$ cat config.mk
export PLATFORM = sky130hd
export DESIGN_NAME = channel_interleaver2
export DESIGN_NICKNAME = d
export VERILOG_FILES = /design/src/rtl/chan_pkg.sv /design/src/rtl/channel_interleaver2_rr_arbiter2.sv /design/src/rtl/channel_interleaver2.sv
export SDC_FILE = /design/constraint.sdc
export NUM_CORES = 1
export LEC_CHECK = 0
export CAP_MARGIN = 10
export CORE_ASPECT_RATIO = 1.75
export CORE_MARGIN = 3
export CORE_UTILIZATION = 39
export CTS_BUF_LIST = sky130_fd_sc_hd__clkbuf_8
export CTS_CLUSTER_DIAMETER = 30
export DETAILED_ROUTE_END_ITERATION = 16
export PLACE_DENSITY_LB_ADDON = 0.1
export SLEW_MARGIN = 40
export SYNTH_ARGS = -nofsm -noshare
export SYNTH_HDL_FRONTEND = slang
export SYNTH_SLANG_ARGS = --single-unit
$ cat constraint.sdc
create_clock -name clk_in -period 1.5 [get_ports clk_in]
set_input_delay 0.3 -clock clk_in [delete_from_list [all_inputs] [get_ports clk_in]]
set_output_delay 0.3 -clock clk_in [all_outputs]
set_load 0.02 [all_outputs]
$ cat src/rtl/chan_pkg.sv
// Shared constants for the two-channel interleaver: channel IDs and the
// default width of the per-channel transfer counters.
package chan_pkg;

    localparam logic CH_0          = 1'b0;
    localparam logic CH_1          = 1'b1;
    localparam int   CNT_W_DEFAULT = 16;

endpackage : chan_pkg

$ cat src/rtl/channel_interleaver2_rr_arbiter2.sv
// Two-way arbiter with a remembered last grant.
// - Work-conserving mode: a lone requester always wins, and contention goes
//   to the channel that did not win last time.
// - Strict mode: only the channel opposite the last grant may win, even if
//   the other channel is the only one requesting.
// The grant output is combinational and is qualified by en. last_grant
// resets to CH_1, so channel 0 is preferred first in both modes.
module rr_arbiter2
    import chan_pkg::*;
(
    input  logic       clk_in,
    input  logic       rst_n,
    input  logic [1:0] req,
    input  logic       en,
    input  logic       strict_en,
    output logic [1:0] grant
);

    logic       last_grant_q;
    logic       last_grant_d;
    logic       pref_s;
    logic [1:0] grant_s;

    // Choose the winning channel from the requests and the preferred channel.
    always_comb begin
        pref_s  = ~last_grant_q;
        grant_s = 2'b00;
        if (!en) begin
            grant_s = 2'b00;
        end else if (strict_en) begin
            if (req[pref_s]) begin
                grant_s[pref_s] = 1'b1;
            end else begin
                grant_s = 2'b00;
            end
        end else begin
            case (req)
                2'b01:   grant_s = 2'b01;
                2'b10:   grant_s = 2'b10;
                2'b11:   grant_s[pref_s] = 1'b1;
                default: grant_s = 2'b00;
            endcase
        end
    end

    // Remember the most recent winner; hold it when nothing is granted.
    always_comb begin
        if (grant_s[0]) begin
            last_grant_d = CH_0;
        end else if (grant_s[1]) begin
            last_grant_d = CH_1;
        end else begin
            last_grant_d = last_grant_q;
        end
    end

    // last_grant register.
    always_ff @(posedge clk_in or negedge rst_n) begin
        if (!rst_n) begin
            last_grant_q <= CH_1;
        end else begin
            last_grant_q <= last_grant_d;
        end
    end

    assign grant = grant_s;

endmodule : rr_arbiter2

$ cat src/rtl/channel_interleaver2.sv
// Merges two valid/ready sample streams into one registered, channel-tagged
// stream, and keeps per-channel counters of the words delivered downstream.
// Optional build macro CHANNEL_INTERLEAVER2_STRICT_ALT_EN selects strict
// channel alternation (for I/Q pairing) instead of work-conserving
// round-robin arbitration.
module channel_interleaver2
    import chan_pkg::*;
#(
    parameter int width = 32,
    parameter int CNT_W = CNT_W_DEFAULT
) (
    input  logic             clk_in,
    input  logic             rst_n,
    input  logic [width-1:0] in_data_1,
    input  logic             in_valid_1,
    output logic             out_ready_1,
    input  logic [width-1:0] in_data_2,
    input  logic             in_valid_2,
    output logic             out_ready_2,
    output logic [width-1:0] out_data,
    output logic             out_valid,
    output logic             channel,
    input  logic             in_ready,
    output logic [CNT_W-1:0] cnt_1,
    output logic [CNT_W-1:0] cnt_2
);

`ifdef CHANNEL_INTERLEAVER2_STRICT_ALT_EN
    localparam logic STRICT_ALT = 1'b1;
`else
    localparam logic STRICT_ALT = 1'b0;
`endif

    logic [width-1:0] out_data_q;
    logic [width-1:0] out_data_d;
    logic             out_valid_q;
    logic             out_valid_d;
    logic             channel_q;
    logic             channel_d;
    logic [CNT_W-1:0] cnt_1_q;
    logic [CNT_W-1:0] cnt_1_d;
    logic [CNT_W-1:0] cnt_2_q;
    logic [CNT_W-1:0] cnt_2_d;
    logic             load_en_s;
    logic             xfer_s;
    logic [1:0]       grant_s;

    // The output stage may take a new word when it is empty or being drained.
    assign load_en_s = ~out_valid_q | in_ready;
    assign xfer_s    = out_valid_q & in_ready;

    rr_arbiter2 u_arb (
        .clk_in    (clk_in),
        .rst_n     (rst_n),
        .req       ({in_valid_2, in_valid_1}),
        .en        (load_en_s),
        .strict_en (STRICT_ALT),
        .grant     (grant_s)
    );

    // The grant already includes load_en, so the two readies are exclusive.
    assign out_ready_1 = grant_s[0];
    assign out_ready_2 = grant_s[1];

    // Next output word: load the granted input, empty on no grant, or hold.
    always_comb begin
        out_data_d  = out_data_q;
        out_valid_d = out_valid_q;
        channel_d   = channel_q;
        if (load_en_s) begin
            if (grant_s[0]) begin
                out_data_d  = in_data_1;
                out_valid_d = 1'b1;
                channel_d   = CH_0;
            end else if (grant_s[1]) begin
                out_data_d  = in_data_2;
                out_valid_d = 1'b1;
                channel_d   = CH_1;
            end else begin
                out_valid_d = 1'b0;
            end
        end else begin
            out_valid_d = out_valid_q;
        end
    end

    // Count each downstream transfer against the channel of the word leaving.
    always_comb begin
        cnt_1_d = cnt_1_q;
        cnt_2_d = cnt_2_q;
        if (xfer_s) begin
            if (channel_q == CH_0) begin
                cnt_1_d = cnt_1_q + {{(CNT_W-1){1'b0}}, 1'b1};
            end else begin
                cnt_2_d = cnt_2_q + {{(CNT_W-1){1'b0}}, 1'b1};
            end
        end else begin
            cnt_1_d = cnt_1_q;
        end
    end

    // Output stage and counter registers.
    always_ff @(posedge clk_in or negedge rst_n) begin
        if (!rst_n) begin
            out_data_q  <= '0;
            out_valid_q <= 1'b0;
            channel_q   <= CH_0;
            cnt_1_q     <= '0;
            cnt_2_q     <= '0;
        end else begin
            out_data_q  <= out_data_d;
            out_valid_q <= out_valid_d;
            channel_q   <= channel_d;
            cnt_1_q     <= cnt_1_d;
            cnt_2_q     <= cnt_2_d;
        end
    end

    assign out_data  = out_data_q;
    assign out_valid = out_valid_q;
    assign channel   = channel_q;
    assign cnt_1     = cnt_1_q;
    assign cnt_2     = cnt_2_q;

endmodule : channel_interleaver2
==> flow_metrics.env <==
export IMPL_final_number_of_setup_violating_endpoints=2
export IMPL_postSynthCellCount=310
export IMPL_slew_limit_headroom_pct=67.28
export IMPL_final_period_minus_worst_setup_slack_ns=1.593
export IMPL_cpMaxStageDelayCell="sky130_fd_sc_hd__dfstp_2"
export IMPL_final_setup_tns_ns=-0.1140
export IMPL_buffers_inverters_on_critical_path=2
export IMPL_placed_cells=550
export IMPL_report_final_hold_viol_count=0
export IMPL_postRouteAntennaNets=0
export IMPL_worst_ir_drop_on_vdd_v=0.0006499
export IMPL_post_route_worst_setup_slack_ns=-0.09337
export IMPL_drcViolationCount=0
export IMPL_die_area_um2=8847
export IMPL_fin_util_pct=66.89
export IMPL_groute_usage_overall_pct=19.73
export IMPL_number_of_antenna_violations_at_the_first_check_in_global_routing=0
export IMPL_finalClockSkew_ns=0.009003
export IMPL_cp_arrival_ns=1.29
export IMPL_h_tree_levels=3
export IMPL_route_detailed_vias_per_inst=5.065
export IMPL_antenna_diode_count=0
export IMPL_synthesis_area_um2=3009
export IMPL_cts_path_max_buffers=2
export IMPL_global_route_overflow_total=0
export IMPL_die_width_um=72.40
export IMPL_crit_path_cell_trace="nand2b_4 -> nand3_4 -> inv_2 -> buf_6"
export IMPL_yosys_warnings=0
export IMPL_slowest_delay_ns=0.56
export IMPL_failing_checks="setup timing"
export IMPL_dr_first_iter_drc_count=69
export IMPL_critPathRequiredTime_ns=1.20
export IMPL_route_detailed_wl_per_inst_um=14.95
export IMPL_detail_route_wirelength_um=8523
export IMPL_gp_congestion=0.8134
export IMPL_start_util_pct=41.02
export IMPL_grt_setup_unrepaired="yes"
export IMPL_timing_final_max_slew_violations=0
export IMPL_netlist_area_leader_share_pct=54.89
export IMPL_synthTopCellsByCount="sky130_fd_sc_hd__a21oi_1, sky130_fd_sc_hd__dfrtp_1, sky130_fd_sc_hd__nand2_1, sky130_fd_sc_hd__nor2_1, sky130_fd_sc_hd__xnor2_1"
export IMPL_design_power_total_mw=5.536
export IMPL_synth_enable_flop_cells=0
export IMPL_period_share_pct=106.2
export IMPL_p_leak_nw=2.364
export IMPL_clkSinkCount=67
export IMPL_layout_net_count=551
export IMPL_die_y_um=122.2
export IMPL_yosys_register_bits=67
export IMPL_most_numerous_cell_in_the_yosys_netlist="sky130_fd_sc_hd__a21oi_1"
export IMPL_path_delay_family="flip-flops"
export IMPL_hold_path_class="in2async"
export IMPL_drv_max_cap_violation_count=0
export IMPL_boundaryPins=137
export IMPL_placementRows=41
export IMPL_status="finished with violations"
export IMPL_layout_area_overhead_vs_synth_pct=63.08
export IMPL_postSynthAreaPerCell_um2=9.707
export IMPL_grt_start_max_net_pins=34
export IMPL_tritoncts="yes"
export IMPL_power_density_nw_per_um2=1128
export IMPL_critPathKind="reg2out"
export IMPL_max_slew_worst_pin_slew_ns=0.4908
export IMPL_achievable_frequency_mhz=627.6
export IMPL_clkTransAtPathRegs_ns=0.07
export IMPL_drive_gt1_share_pct=16.12
export IMPL_fin_cells=570
export IMPL_synth_net_count=381
export IMPL_clock_tree_root_cell="sky130_fd_sc_hd__clkbuf_8"
export IMPL_routed_vias=2887
export IMPL_synth_async_sr_flop_share_pct=100.0
export IMPL_placeableCoreArea_um2=7336
export IMPL_worst_path_max_fanout=4
export IMPL_firstDrtPassIters=4
export IMPL_worst_skew_pair_late_latency_ns=0.34
export IMPL_yosys_most_used_dff="sky130_fd_sc_hd__dfrtp_1"
export IMPL_synth_area_top_cells="sky130_fd_sc_hd__dfrtp_1, sky130_fd_sc_hd__a21oi_1, sky130_fd_sc_hd__xnor2_1, sky130_fd_sc_hd__nand2_1, sky130_fd_sc_hd__nor2_1"
export IMPL_via_count_of_the_first_global_routing_pass=2918
export IMPL_timing_critical_path_from_type="register"
export IMPL_synth_seq_area_share_pct=55.76
export IMPL_port_buffers=136
export IMPL_grt_first_pass_wirelength_um=13370
export IMPL_area_leader_netlist="sky130_fd_sc_hd__dfrtp_1"
export IMPL_crit_path_end_kind="output pin"
export IMPL_dpl_hpwl_um=6339
export IMPL_place_worst_setup_slack_ns=-0.6352
export IMPL_yosys_cell_types_count=36
export IMPL_cts_inserted_buffers=9
## final timing paths
path                                                 from                        endpoint  slack, ns  cells after the start
max                        u_arb.last_grant_q$_DFFE_PN1P_                     out_ready_1      -0.09                      4
min                                                 rst_n        out_data[21]$_DFFE_PN0P_       0.45                      2
max reg2reg                          cnt_1[0]$_DFFE_PN0P_           cnt_1[10]$_DFFE_PN0P_       0.03                      5
min reg2reg                         cnt_2[15]$_DFFE_PN0P_           cnt_2[15]$_DFFE_PN0P_       0.47                      1
max in group asynchronous                           rst_n  u_arb.last_grant_q$_DFFE_PN1P_       0.49                      3
min in group clk_in                 cnt_2[15]$_DFFE_PN0P_           cnt_2[15]$_DFFE_PN0P_       0.47                      1
## layout make-up
type	instances	area (um^2)
multi-input combinational	225	1348
sequential	67	1682
fill	621	2429
clock buffer	10	137.6
inverter	5	18.77
clock inverter	5	22.52
tap	86	107.6
timing repair buffer	172	1592
## power by group
group / switching (mW) / leakage (nW) / internal, mW
combinational: 1.03 / 1.46 / 0.861
sequential: 0.261 / 0.807 / 2.12
clock: 0.655 / 0.0943 / 0.615
## worst reg2reg max path, delay by kind of cell, from the launching register on
family | cells | cell delay, ns
xor gates and xnor gates | 1 | 0.14
adders and majority gates | 1 | 0.21
buffers and inverters | 1 | 0.11
DFF | 1 | 0.42
and+or+nand+nor | 2 | 0.49
## cells by family after synthesis
group,after synthesis,synth area share [%]
flops,67,55.76
fa+ha+maj,2,0.8315
compound gates,70,11.77
buf+inv,18,2.619
xor+xnor,30,8.982
simple gates,122,19.67
mux,1,0.3742
## layout by cell type (no fill, tap or decap), drive strengths merged, types with 4 or more instances in the layout
cell type,instances
buf,38
dlygate4sd2,66
xor2,9
nand4,9
dfrtp,66
xnor2,21
clkbuf,10
nand2,43
inv,7
nand3,11
clkdlybuf4s50,66
nor3,4
a21oi,67
nor2,39
## repair_timing
item	in CTS	in global routing
pin swaps	1	8
setup endpoints to repair	106	40
gates cloned	0	0
endpoints found under the hold margin	16	0
hold buffers	1	0
gates resized for setup	81	18
buffers inserted	0	4
## sequential cells by signal, indices dropped and copies added (netlist names)
signal              count
channel                 1
cnt_1                  16
cnt_2                  16
out_data               32
out_valid               1
u_arb.last_grant_q      1
## layer usage
metal / vias up / track usage [%] / part of all wire (%)
met1: 1380 / 19.61 / 36
met2: 105 / 37.39 / 55
li1: 1384 / - / -
met4: 0 / 9.815 / 2.6
met3: 18 / 4.129 / 5.8
met5: - / 0 / 0
## through the flow
step | hold WS [ns] | instance area, um^2
global placement | 0.2878 | 4690
detailed placement | 0.2867 | 4690
CTS | 0.4543 | 4786
floorplan | 0.004409 | 3012
finish | 0.4502 | 4907
global route | 0.4678 | 4907
(Power assumes the default switching activity.)
